File: config.mk
export PLATFORM = sky130hd
export DESIGN_NAME = chunked_add_seq
export DESIGN_NICKNAME = d
export VERILOG_FILES = /design/src/rtl/chunked_add_pkg.sv /design/src/rtl/chunked_add_seq_add_chunk.sv /design/src/rtl/chunked_add_seq.sv
export SDC_FILE = /design/constraint.sdc
export NUM_CORES = 1
export LEC_CHECK = 0
export ABC_AREA = 1
export ABC_CLOCK_PERIOD_IN_PS = 2700
export BUFFER_PORTS_ARGS = -buffer_cell sky130_fd_sc_hd__buf_2
export CAP_MARGIN = 20
export CORE_UTILIZATION = 49
export CTS_CLUSTER_DIAMETER = 80
export DETAILED_ROUTE_END_ITERATION = 7
export HOLD_SLACK_MARGIN = 0.03
export PLACE_DENSITY_LB_ADDON = 0.3
export SLEW_MARGIN = 20
export SYNTH_ARGS = -nofsm -noshare
export SYNTH_HDL_FRONTEND = slang
export SYNTH_SLANG_ARGS = --single-unit
File: constraint.sdc
create_clock -name clk -period 2.7 [get_ports clk]
set_clock_uncertainty 0.2 [all_clocks]
set_input_delay 0 -clock clk [delete_from_list [all_inputs] [get_ports clk]]
set_output_delay 0 -clock clk [all_outputs]
set_load 0.05 [all_outputs]
File: src/rtl/chunked_add_pkg.sv
// Shared types and sizing helpers for the chunk-serial adder sequencer.
// Holds the FSM state encoding and the chunk-count / index-width arithmetic.
package chunked_add_pkg;

  typedef enum logic [1:0] {
    ST_IDLE = 2'd0,
    ST_RUN  = 2'd1,
    ST_DONE = 2'd2
  } state_t;

  function automatic int nchunk(input int width, input int chunk);
    return width / chunk;
  endfunction

  // A single-chunk configuration still needs a 1-bit index register.
  function automatic int idx_w(input int n);
    return (n <= 1) ? 1 : $clog2(n);
  endfunction

endpackage

File: src/rtl/chunked_add_seq_add_chunk.sv
// One CHUNK-bit adder slice with carry in and carry out.
// The sequencer reuses this single slice for every chunk of the operands.
module add_chunk #(
  parameter int CHUNK = 2
) (
  input  logic [CHUNK-1:0] a,
  input  logic [CHUNK-1:0] b,
  input  logic             cin,
  output logic [CHUNK-1:0] s,
  output logic             cout
);

  assign {cout, s} = {1'b0, a} + {1'b0, b} + {{CHUNK{1'b0}}, cin};

endmodule

File: src/rtl/chunked_add_seq.sv
// Multi-cycle WIDTH-bit unsigned adder that walks the operands LSB chunk first
// through one CHUNK-bit slice, with valid/ready handshakes on both sides.
module chunked_add_seq
  import chunked_add_pkg::*;
#(
  parameter int WIDTH = 16,
  parameter int CHUNK = 2
) (
  input  logic             clk,
  input  logic             rst,
  input  logic             in_valid,
  output logic             in_ready,
  input  logic [WIDTH-1:0] in_a,
  input  logic [WIDTH-1:0] in_b,
  output logic             out_valid,
  input  logic             out_ready,
  output logic [WIDTH:0]   out_sum,
  output logic             busy,
  output state_t           dbg_state
);

  localparam int NCHUNK = nchunk(WIDTH, CHUNK);
  localparam int IDX_W  = idx_w(NCHUNK);
  localparam logic [IDX_W-1:0] LAST_IDX = IDX_W'(NCHUNK - 1);

  if ((CHUNK < 1) || ((WIDTH % CHUNK) != 0)) begin : g_width_check
    $error("chunked_add_seq: WIDTH must be a positive multiple of CHUNK");
  end

  // Handshake: a transfer happens on a rising edge where valid and ready are
  // both high. in_ready depends only on state and out_ready, never on in_valid;
  // out_valid and out_sum hold steady until out_ready is seen.
  state_t           state;
  logic [WIDTH-1:0] a_q;
  logic [WIDTH-1:0] b_q;
  logic             carry;
  logic [IDX_W-1:0] idx;
  logic [WIDTH:0]   sum_q;
  logic             out_valid_q;
  logic             busy_q;

  logic [CHUNK-1:0] a_chunk;
  logic [CHUNK-1:0] b_chunk;
  logic [CHUNK-1:0] s_chunk;
  logic             c_chunk;
  logic             accept;
  logic             last_chunk;

  assign in_ready   = (state == ST_IDLE) | ((state == ST_DONE) & out_ready);
  assign accept     = in_valid & in_ready;
  assign last_chunk = (idx == LAST_IDX);

  assign a_chunk = a_q[idx*CHUNK +: CHUNK];
  assign b_chunk = b_q[idx*CHUNK +: CHUNK];

  add_chunk #(
    .CHUNK (CHUNK)
  ) u_add_chunk (
    .a    (a_chunk),
    .b    (b_chunk),
    .cin  (carry),
    .s    (s_chunk),
    .cout (c_chunk)
  );

  always_ff @(posedge clk or posedge rst) begin
    if (rst) begin
      state       <= ST_IDLE;
      a_q         <= '0;
      b_q         <= '0;
      carry       <= 1'b0;
      idx         <= '0;
      sum_q       <= '0;
      out_valid_q <= 1'b0;
      busy_q      <= 1'b0;
    end else begin
      case (state)
        ST_IDLE: begin
          if (accept) begin
            a_q    <= in_a;
            b_q    <= in_b;
            carry  <= 1'b0;
            idx    <= '0;
            state  <= ST_RUN;
            busy_q <= 1'b1;
          end
        end

        ST_RUN: begin
          sum_q[idx*CHUNK +: CHUNK] <= s_chunk;
          carry                     <= c_chunk;
          if (last_chunk) begin
            // idx parks on the last chunk rather than wrapping.
            sum_q[WIDTH] <= c_chunk;
            state        <= ST_DONE;
            out_valid_q  <= 1'b1;
          end else begin
            idx <= idx + 1'b1;
          end
        end

        ST_DONE: begin
          if (out_ready) begin
            out_valid_q <= 1'b0;
            if (in_valid) begin
              a_q   <= in_a;
              b_q   <= in_b;
              carry <= 1'b0;
              idx   <= '0;
              state <= ST_RUN;
            end else begin
              state  <= ST_IDLE;
              busy_q <= 1'b0;
            end
          end
        end

        default: begin
          state       <= ST_IDLE;
          out_valid_q <= 1'b0;
          busy_q      <= 1'b0;
        end
      endcase
    end
  end

  assign out_valid = out_valid_q;
  assign out_sum   = sum_q;
  assign busy      = busy_q;
  assign dbg_state = state;

endmodule
# Word level (Yosys, flattened, before mapping)

Cells that the tools add are included.

Reduce and logical (&&, ||, !) cells: 9
Add/sub/neg operators: 4
Bitwise logic cells: 5
Shift-type cells: 4
Equality and inequality tests: 9
Mux-type cells: 31

Operators with widths:

| kind                      | number |
|---|---|
| $mux W16                  | 6 |
| $pmux W16 S2              | 2 |
| $neg A4 Y34               | 1 |
| $shift A2 B34 Y17 const A | 1 |
| $shiftx A2 B34 Y17        | 1 |
| $shiftx A16 B5 Y2         | 2 |
| $bwmux W17                | 1 |
| $mux W3                   | 4 |
| $ne A2 B2 Y1 const B      | 6 |
| $reduce_and A4 Y1         | 3 |
| $mux W1                   | 10 |
| $pmux W1 S3               | 3 |
| $pmux W3 S3               | 1 |
| $mux W2                   | 3 |
| $pmux W2 S3               | 1 |
| $reduce_and A3 Y1         | 2 |
| $reduce_and A5 Y1         | 1 |
| $add A2 B2 Y3             | 1 |
| $add A3 B1 Y3             | 1 |
| $add A3 B1 Y3 const B     | 1 |
| $eq A3 B3 Y1 const B      | 1 |
| $reduce_bool A3 Y1        | 1 |
| $and A1 B1 Y1             | 2 |
| $eq A2 B1 Y1 const B      | 1 |
| other kinds (5)           | 6 |

Output and inout port bits: 22
Logic and storage cells: 70
Input bits: 36
Register bits after elaboration: 57

# Depth between registers and ports, before layout

Gate-level depths: netlist (run 1).

Depth in word-level cells: 6
Gate-level depth with buffers: 14
Mapped depth without buffers: 14

# Cells and area by module

Synthesis (run 1) repeated with hierarchy kept, for this count alone.

Cells, all modules: 317
Area, all modules: 3,001.6 µm²

By module, submodules not included:

| module          | instances | area an instance (µm²) | cells an instance |
|---|---|---|---|
| chunked_add_seq | 1         | 2,931.6                | 307 |
| add_chunk       | 1         | 70.1                   | 10 |

# Worst setup path after synthesis (run 1)

Ideal clock, no wire load.

Path kind: flip-flop to flip-flop
Start point: register idx[0]
End point: register sum_q[13], in the netlist out_sum[13]
Setup time: 77 ps
Required time: 2,423 ps
Arrival time: 2,375 ps
Period minus slack after synthesis: 2,652 ps
Setup slack: 48 ps
Cell stages (with the launch flop): 13
Cells stage by stage: dfrtp_1 -> inv_2 -> buf_2 -> nor2_1 -> o22ai_1 -> nand2_1 -> nand2_1 -> fa_1 -> fa_1 -> inv_1 -> nor3_1 -> nand2_1 -> o21ai_1

Word-level cells in the longest chain between the ends: 5
Elaborated cells between the ends (all ways): 8

Ends and longest elaborated chain:

| item                                        | line                                         | text |
|---|---|---|
| start, declared                             | chunked_add_seq.sv:37                        | `logic [IDX_W-1:0] idx;` |
| start signal, assigned                      | chunked_add_seq.sv:98                        | `idx <= idx + 1'b1;` |
| $shiftx A16 B5 Y2, on equally long branches | chunked_add_seq.sv:53, chunked_add_seq.sv:54 |  |
| $add A2 B2 Y3                               | chunked_add_seq_add_chunk.sv:13              | `assign {cout, s} = {1'b0, a} + {1'b0, b} + {{CHUNK{1'b0}}, cin};` |
| $add A3 B1 Y3                               | chunked_add_seq_add_chunk.sv:13              |  |
| $shiftx A2 B34 Y17                          | chunked_add_seq.sv:90                        | `sum_q[idx*CHUNK +: CHUNK] <= s_chunk;` |
| $bwmux W17 *                                | chunked_add_seq.sv:90                        |  |
| end signal, assigned by index               | chunked_add_seq.sv:90                        |  |
| end signal, assigned by index               | chunked_add_seq.sv:94                        | `sum_q[WIDTH] <= c_chunk;` |
| end, declared                               | chunked_add_seq.sv:38                        | `logic [WIDTH:0] sum_q;` |

Every way passes the cells marked *; elsewhere a longest branch is shown, timed or not.
A chain may end at the register's enable or synchronous reset.

# Final worst setup path (run 1)

Start point: register idx[0]
End point: register sum_q[11], in the netlist out_sum[11]

Same word-level chain as after synthesis.

==> run metrics, run 1 <==
status=finished clean; number of synthesized register bits=57; Logic pwr share=56.7%; grt total ovfl=0; dpl hpwl=4390 um; final worst-path cycle share=between 90 and 100%; DRC Markers=0; core footprint=5540 um2; Crit Path Max Fanout=8; routed wire length=7290 um; Min Hold Slack=approximately 0.26 ns; Worst EP arrival=between 2 and 3 ns; cell taking the most area after synthesis=dfrtp_1; fin crit period=around 2.6 ns; Mapped Area=2850 um2; syn_area_per_cell=approximately 7.9 um2; H-Tree Depth=3; CP max-delay cell=fa_1; Via Count=approximately 2900; # diodes=0; Worst setup SP type=flop; root buffer cell=clkbuf_8; Gate Count Post-Synth=360; Nets=approximately 540; commonest non-fill, non-tap cell in the layout=nand2_1; CTS tree=yes; Worst Hold Class=in2reg; Achievable Freq=0.382 GHz; Final Slew Violations=0; CTS Buffer Depth=2; Initial Util=between 50% and 60%; FP Rows=27; PwrDens=between 1000 and 1500 nW/um2; Clock Power Share=between 10 and 15%; Tot Pwr=slightly below 5 mW; total track usage=a little over a quarter; Top cell by count, worst path=nand2_2; most frequent cells in the layout=nand2_1, dlygate4sd3_1, buf_2; RSZ-0062 raised after global routing=true; PortBufs=57; Crit path buffers/inverters=3; Detail Route Antenna Nets=0; number of setup violations in the final report=0; top-area cell type share of the netlist area=between 50% and 60%; Crit Path Class=reg2reg; sw frac=about 48%; Worst Setup End Kind=flop; Area Growth Syn to Fin=45.6%; maximum vdd ir drop=0.613 mV; slowest stage delay, CP=around 0.55 ns; FF/Latch Area=between 1000 and 1500 um2; Ys Warns=0; maxcap violations=0; Crit path required time=about 2.8 ns; Leak=roughly 2.1 nW; top cell family by delay on the critical path=adder cells; actual slew at the worst max-slew pin=0.689 ns; First-pass DRT Iterations=4; Distinct cells, synth=24; final hold vios=0; Filler Cells Inserted=395; sw power=2.37 mW; first-pass GRT wire length=12900 um; Die Span X=between 70 and 80 um; post-synth net total=~400; worst-path cell chain=buf_6 -> nor2_1 -> o22ai_2 -> nand2_1 -> nand2_2 -> fa_2 -> fa_1 -> buf_4 -> nand2_2 -> nor2_4 -> inv_1 -> o21ai_1; vias in the first global route=between 2000 and 3000; Die ar.=slightly above 6000 um2; WL per Instance=12.8 um; share of layout cells above drive strength 1=approximately 22%; Final Wtd Congestion=approximately 0.81; pin count of the biggest net entering global routing=38; clock slew at reported path FFs=approximately 0.06 ns; clock net sink count=57; clock latency on the worst-skew pair=about 0.33 ns; Synth area leaders=dfrtp_1, nand2_1, nand3_1; multi-input logic area=around 1300 um2; Flop pwr share=29.6%; slew margin rel.=between 50% and 60%; Die Ht=78.2 um; I/O pin cnt=between 50 and 60; cts bufs inserted=9; initial antenna violation count=0; sequential area share after synthesis=roughly 50%; internal power=2.60 mW; DRT iter0 DRCs=113; vias per cell=between 5 and 6
==> final cells by class <==
class | instances | area share, %
well taps | 72 | 2.17
inverters | 36 | 3.32
flip-flops and latches | 57 | 34.5
clock buffers | 14 | 3.93
repair buffers | 137 | 25.5
multi-input cells | 253 | 30.6
==> sequential cells by signal (all words and copies together), names as in the netlist <==
signal and count:
a_q 16, out_sum 17, b_q 16, busy 1, idx 3, carry 1
out_valid 1, dbg_state 2
==> what timing repair did <==
| action | CTS | global route |
|---|---|---|
| endpoints found under the hold margin | 92 | 0 |
| buffers inserted | 0 | 3 |
| endpoints found under the setup margin | 0 | 7 |
| hold buffers | 65 | 0 |
| gates resized for setup | 0 | 25 |
==> power by group through the flow <==
stage	Clock, mW	Combinational [mW]	Sequential (mW)
finish	0.684	2.82	1.47
global route	0.740	3.15	1.51
floorplan	0	1.42	1.80
global placement	0	2.33	1.45
detailed placement	0	2.38	1.46
CTS	0.697	2.50	1.45
==> stage by stage <==
| step | setup TNS (ns) | util (%) | cell area, um2 | instances | setup WS [ns] |
|---|---|---|---|---|---|
| finish | 0 | 74.8 | 4140 | 569 | 0.0794 |
| detailed placement | 0 | 58.7 | 3250 | 487 | 0.0217 |
| CTS | 0 | 73.4 | 4070 | 566 | 0.00358 |
| global placement | 0 | 58.7 | 3250 | 487 | 0.0668 |
| floorplan | 0 | - | 2850 | 360 | 0.0482 |
| global route | -0.264 | 74.8 | 4140 | 569 | -0.0714 |
==> cell usage after synthesis <==
cell type,instances
nor2_4,1
nand2_1,115
ha_1,7
inv_2,1
o21ai_1,6
a2bb2oi_1,1
o21ai_0,24
a21oi_2,1
nor2_2,4
o22ai_1,6
nand4_4,1
clkbuf_1,8
buf_2,6
nor3_1,1
fa_1,2
nor2_1,28
inv_1,35
nand2_2,2
o21bai_1,1
a21oi_1,5
o21ai_2,1
nand4_1,3
nand3_1,44
dfrtp_1,57
==> worst min-delay path, stage by stage <==
cell and delay (ns):
dlygate4sd3_1 0.52, buf_2 0.09, nor2_1 0.04, a21oi_1 0.10
==> kinds of logic (layout without fill, tap and decap cells) <==
kind of cell	Yosys count	after routing	synth area share, %
AO/OA/AOI/OAI	45	45	8.66
adder cells (fa/ha/maj)	9	9	4.48
buffers and inverters	50	187	6.86
flip-flops	57	57	50.1
AND/OR/NAND/NOR	199	199	29.9
==> layer usage <==
metal	vias up	part of all wire (%)	global-route usage (%)
met5	-	0	0
met4	0	2.2	10.6
met3	17	3.9	5.81
met2	79	53	48.1
met1	1359	41	32.2
li1	1424	-	-
==> worst paths after layout <==
path	startpoint	to	slack, ns	depth (start not counted)
setup reg to reg	idx[0]$_DFFE_PP0P_	out_sum[11]$_DFFE_PP0P_	0.08	12
max in group asynchronous	rst	idx[1]$_DFFE_PP0P_	1.11	5
min in group asynchronous	rst	out_sum[15]$_DFFE_PP0P_	0.58	4
setup / recovery	idx[0]$_DFFE_PP0P_	out_sum[11]$_DFFE_PP0P_	0.08	12
hold reg to reg	out_sum[7]$_DFFE_PP0P_	out_sum[7]$_DFFE_PP0P_	0.26	2
hold / removal	in_a[11]	a_q[11]$_DFFE_PP0P_	0.26	4
(Power assumes the default switching activity.)
==> run 2: changes to the inputs <==
- ABC_CLOCK_PERIOD_IN_PS: 2700 -> not set
- GPL_TIMING_DRIVEN: not set -> 0
==> run 2 against run 1 <==
Compared with the run above: routed wire length is 0.43% higher; the flow now finishes with violations (setup timing); final area is 3.0% lower; first-iteration DRC count is 57% higher; global-route usage is 1.5 points lower; die area stayed put; highest routed layer unchanged; register-to-register slack worse by 0.15 ns.
==> run metrics, run 2 (synthesis gave the netlist of run 1 again) <==
WL per Instance=13.2 um (+3.1%); Final Wtd Congestion=0.801 (-0.67%); Nets=523 (-3.0%); Via Count=2869 (-0.35%); Crit Path Class=reg2reg; root buffer cell=clkbuf_8; Initial Util=51.4% (unchanged); maximum vdd ir drop=0.893 mV (+46%); worst-path cell chain=buf_6 -> o21ai_1 -> o22ai_1 -> nand2_1 -> nand2_2 -> fa_2 -> fa_2 -> buf_4 -> nand2_4 -> nor2_4 -> inv_1 -> o21ai_1; clock latency on the worst-skew pair=0.34 ns (about the same); Leak=2.11 nW (+1.0%); core footprint=5540 um2 (unchanged); commonest non-fill, non-tap cell in the layout=nand2_1; Crit Path Max Fanout=10 (+2); cell count along the critical path=12 (unchanged); DRC Markers=0 (unchanged); vias per cell=5.18 (+2.4%); FF/Latch Area=1430 um2 (unchanged); worst reg2reg setup slack=-0.07 ns (-0.15 ns); cts bufs inserted=9 (unchanged); dpl hpwl=4440 um (+1.0%); CP max-delay cell=fa_2; H-Tree Depth=3 (unchanged); Crit path required time=2.75 ns (about the same); PortBufs=56 (-1.8%); RSZ-0062 raised after global routing=true; multi-input logic area=1290 um2 (+1.9%); worst setup path startpoint=idx[0]$_DFFE_PP0P_; Die Span X=78.2 um (unchanged); DRT iter0 DRCs=177 (+57%); Worst EP arrival=2.82 ns (+0.15 ns); pin count of the biggest net entering global routing=58 (+53%); fin crit period=2.77 ns (+0.146 ns); Final Slew Violations=0 (unchanged); number of flip-flops in the largest register=17 (unchanged); # diodes=0 (unchanged); Filler Cells Inserted=430 (+8.9%); violated checks=setup timing; I/O pin cnt=58 (unchanged); final worst-path cycle share=102% (+5.4 points); Worst Setup End Kind=flop; reg2reg path depth=12 (unchanged); maxcap violations=0 (unchanged); CP endpoint=out_sum[11]$_DFFE_PP0P_; first-pass GRT wire length=12100 um (-6.7%); grt total ovfl=0 (unchanged); final setup margin=-0.0662 ns (-0.146 ns); Die Ht=78.2 um (unchanged); vias in the first global route=2722 (-6.7%); routed wire length=7320 um (+0.43%); start of the worst register-to-register path=idx[0]$_DFFE_PP0P_; share of layout cells above drive strength 1=24.9% (+3.2 points); most frequent cells in the layout=nand2_1, buf_2, dfrtp_1; FP Rows=27 (unchanged); CTS Buffer Depth=2 (unchanged); slew margin rel.=54.2% (+0.27 points); Detail Route Antenna Nets=0 (unchanged); Achievable Freq=0.362 GHz (-5.3%); total track usage=25.7% (-1.5 points); Worst Hold Class=in2async; clock net sink count=57 (unchanged); PwrDens=1340 nW/um2 (+12%); final instance area=4020 um2 (-3.0%); top cell family by delay on the critical path=adder cells; Crit path buffers/inverters=3 (unchanged); clock slew at reported path FFs=0.07 ns (about the same); final hold vios=0 (unchanged); r2r endpoint=out_sum[11]$_DFFE_PP0P_; Area Growth Syn to Fin=41.2%; Die ar.=6120 um2 (unchanged); First-pass DRT Iterations=5 (+1); placed cells=488 (+0.21%); slowest stage delay, CP=0.56 ns (about the same); actual slew at the worst max-slew pin=0.687 ns (-0.00158 ns); initial antenna violation count=0 (unchanged); final cell count without fillers=554 (-2.6%); Worst setup SP type=flop; DP Area=3220 um2 (-1.0%); status=complete, but fails checks; CTS tree=yes; number of setup violations in the final report=4 (+4); TNS Setup=-0.143 ns (-0.143 ns)
-- run 2: worst reg2reg max path: cells and delay by family (launching register included) --
family                   cells  cell delay, ns
AO/OA/AOI/OAI                3            0.44
flip-flops                   1            0.46
adder cells (fa/ha/maj)      2            0.92
AND/OR/NAND/NOR              4            0.33
buffers and inverters        3            0.36
-- run 2: where the power goes --
group	switching (mW)	internal (mW)	total, mW
Combinational	1.97	1.12	3.09
Clock	0.328	0.520	0.848
Sequential	0.233	1.22	1.46
-- run 2: worst min-delay path by stage --
| stage | end | cells after the start | slack (ns) |
|---|---|---|---|
| 2_1_floorplan | a_q[12]$_DFFE_PP0P_ | 2 | -0.06 |
| 3_3_place_gp | a_q[0]$_DFFE_PP0P_ | 3 | 0.03 |
| 3_5_place_dp | out_sum[2]$_DFFE_PP0P_ | 2 | -0.04 |
| 4_1_cts | out_sum[15]$_DFFE_PP0P_ | 3 | 0.16 |
| 5_1_grt | a_q[8]$_DFFE_PP0P_ | 3 | 0.22 |
| 6_report | out_sum[15]$_DFFE_PP0P_ | 3 | 0.13 |
-- run 2: area by class of cell --
cell class	instances	share of cell area [%]
Sequential cell	57	35.5
Multi-Input combinational cell	253	32.2
Timing Repair Buffer	107	18.8
Clock buffer	13	4.45
Inverter	36	3.55
Buffer	14	2.37
Tap cell	72	2.24
Clock inverter	2	0.871
-- run 2: per-stage QoR --
stage	hold WS [ns]	utilization, %	power [mW]	worst slack [ns]
after detailed placement	-0.0377	58.1	3.81	-0.344
final	0.129	72.6	5.39	-0.0662
after global placement	0.0307	58.1	3.75	-0.310
after floorplan	-0.0555	-	3.22	0.0482
after CTS	0.156	70.2	4.93	0.0116
after global routing	0.217	72.6	5.77	-0.151
-- run 2: metal layers --
layer	global-route usage (%)	part of all wire (%)	wire, um	vias to the layer above
met5	0	0	0	-
met4	13.7	2.9	214	0
met3	5.23	5.3	386	21
met2	43.9	50	3680	102
met1	30.3	41	3040	1361
li1	-	-	-	1385
-- run 2: what timing repair did --
item / 4_1_cts / 5_1_grt
setup buffers: 5 / 9
hold endpoints to repair: 92 / 0
pin swaps: 2 / 10
gates cloned: 0 / 0
gates resized for setup: 20 / 24
endpoints found under the setup margin: 7 / 7
hold buffers: 37 / 0
==> run 3: changes to the inputs <==
- SKIP_CTS_REPAIR_TIMING: not set -> 1
==> run 3 against run 2 <==
Compared with the run above: setup slack worse by 0.052 ns; the flow still finishes with violations (setup timing); clock power is 0.5% higher; register-to-register slack worse by 0.05 ns.
==> run metrics, run 3 (synthesis gave the netlist of run 1 again) <==
worst setup path startpoint=idx[0]$_DFFE_PP0P_; grt total ovfl=0 (unchanged); Via Count=2859 (-0.35%); slew margin rel.=53.5% (-0.74 points); WL per Instance=13.4 um (+1.2%); cts bufs inserted=9 (unchanged); final worst-path cycle share=104% (+1.9 points); pre-CTS WS=-0.344 ns (unchanged); worst-path cell chain=clkinv_4 -> buf_6 -> o21ai_2 -> o22ai_1 -> nand2_1 -> nand2_2 -> fa_2 -> fa_1 -> buf_4 -> nand2_2 -> nor2_2 -> inv_1 -> o21ai_1; Die Ht=78.2 um (unchanged); core footprint=5540 um2 (unchanged); worst reg2reg setup slack=-0.12 ns (-0.05 ns); DP Area=3220 um2 (unchanged); vias in the first global route=2469 (-9.3%); # diodes=0 (unchanged); reg2reg path depth=13 (+1); clock net sink count=57 (unchanged); Final Wtd Congestion=0.801 (unchanged); violated checks=setup timing; Die ar.=6120 um2 (unchanged); number of flip-flops in the largest register=17 (unchanged); fin crit period=2.82 ns (+0.0516 ns); DRT iter0 DRCs=228 (+29%); final instance area=4040 um2 (+0.47%); share of layout cells above drive strength 1=25.4% (+0.46 points); dpl hpwl=4440 um (unchanged); Achievable Freq=0.355 GHz (-1.8%); CP endpoint=out_sum[15]$_DFFE_PP0P_; root buffer cell=clkbuf_8; FP Rows=27 (unchanged); Crit Path Max Fanout=7 (-3); initial antenna violation count=0 (unchanged); final hold vios=0 (unchanged); Nets=526 (+0.57%); first-pass GRT wire length=11100 um (-8.2%); Final Slew Violations=0 (unchanged); start of the worst register-to-register path=idx[0]$_DFFE_PP0P_; Detail Route Antenna Nets=0 (unchanged); slowest stage delay, CP=0.56 ns (about the same); TNS Setup=-0.547 ns (-0.403 ns); Worst Setup End Kind=flop; Die Span X=78.2 um (unchanged); total track usage=23.6% (-2.1 points); I/O pin cnt=58 (unchanged); First-pass DRT Iterations=5 (unchanged); status=complete, but fails checks; r2r endpoint=out_sum[15]$_DFFE_PP0P_; routed wire length=7450 um (+1.7%); Leak=2.11 nW (+0.41%); actual slew at the worst max-slew pin=0.698 ns (+0.0111 ns); Worst setup SP type=flop; CP max-delay cell=fa_1; PwrDens=1350 nW/um2 (+0.66%); RSZ-0062 raised after global routing=true; commonest non-fill, non-tap cell in the layout=nand2_1; number of setup violations in the final report=8 (+4); Min Hold Slack=0.105 ns (-0.0243 ns); Top cell by count, worst path=nand2_2; Area Growth Syn to Fin=41.9%; Worst EP arrival=2.89 ns (+0.07 ns); CTS tree=yes; Crit Path Class=reg2reg; maxcap violations=0 (unchanged); CTS Buffer Depth=2 (unchanged); H-Tree Depth=3 (unchanged); maximum vdd ir drop=0.743 mV (-17%); Initial Util=51.4% (unchanged); DRC Markers=0 (unchanged); most frequent cells in the layout=nand2_1, buf_2, dfrtp_1; vias per cell=5.13 (-0.89%); pin count of the biggest net entering global routing=58 (unchanged); Crit path required time=2.77 ns (+0.02 ns); Worst Hold Class=in2async; clock slew at reported path FFs=0.07 ns (about the same); PortBufs=56 (unchanged); final setup margin=-0.118 ns (-0.0516 ns); clock latency on the worst-skew pair=0.34 ns (about the same); post-layout util=72.9% (+0.34 points)
## run 3: cell count changes in the layout (fill, tap and decap cells not counted), sizes merged
cell,delta
buf,+3
clkinvlp,+1
inv,-1
## run 3: layout make-up
| cell class | instances | area, um2 |
|---|---|---|
| clock inverters | 2 | 35.0 |
| clock buffers | 13 | 179 |
| well taps | 72 | 90.1 |
| plain buffers | 14 | 91.3 |
| repair buffers | 110 | 800 |
| inverters | 36 | 146 |
| fillers | 421 | 1500 |
| multi-input cells | 253 | 1270 |
| flip-flops and latches | 57 | 1430 |
## run 3: how the worst min path moves through the flow
stage | endpoint | startpoint
floorplan | a_q[12]$_DFFE_PP0P_ | in_a[12]
global placement | a_q[0]$_DFFE_PP0P_ | in_a[0]
detailed placement | out_sum[2]$_DFFE_PP0P_ | rst
CTS | out_sum[15]$_DFFE_PP0P_ | rst
global route | out_sum[15]$_DFFE_PP0P_ | rst
finish | out_sum[2]$_DFFE_PP0P_ | rst
## run 3: metal layers
layer / vias up / global-route usage, % / wire length (um)
li1: 1394 / - / -
met2: 100 / 39.3 / 3820
met3: 23 / 5.23 / 382
met4: 0 / 12.6 / 198
met5: - / 0 / 0
met1: 1342 / 28.4 / 3050
## run 3: worst max-delay path, delay by kind of cell, from the launching register on
kind                     cells  cell delay (ns)
adder cells (fa/ha/maj)      2             0.92
flip-flops                   1             0.48
buffers and inverters        4             0.43
AND/OR/NAND/NOR              4             0.38
AO/OA/AOI/OAI                3             0.34
## run 3: power breakdown
part / switching, mW / total [mW] / internal [mW] / leakage, nW
clock network: 0.332 / 0.852 / 0.520 / 0.112
registers: 0.242 / 1.47 / 1.23 / 0.718
logic: 1.96 / 3.13 / 1.18 / 1.29
## run 3: metrics by stage
stage,total power [mW],instances
after floorplan,3.22,360
after global placement,3.75,488
after detailed placement,3.81,488
after CTS,4.68,503
after global routing,5.82,557
final,5.45,557
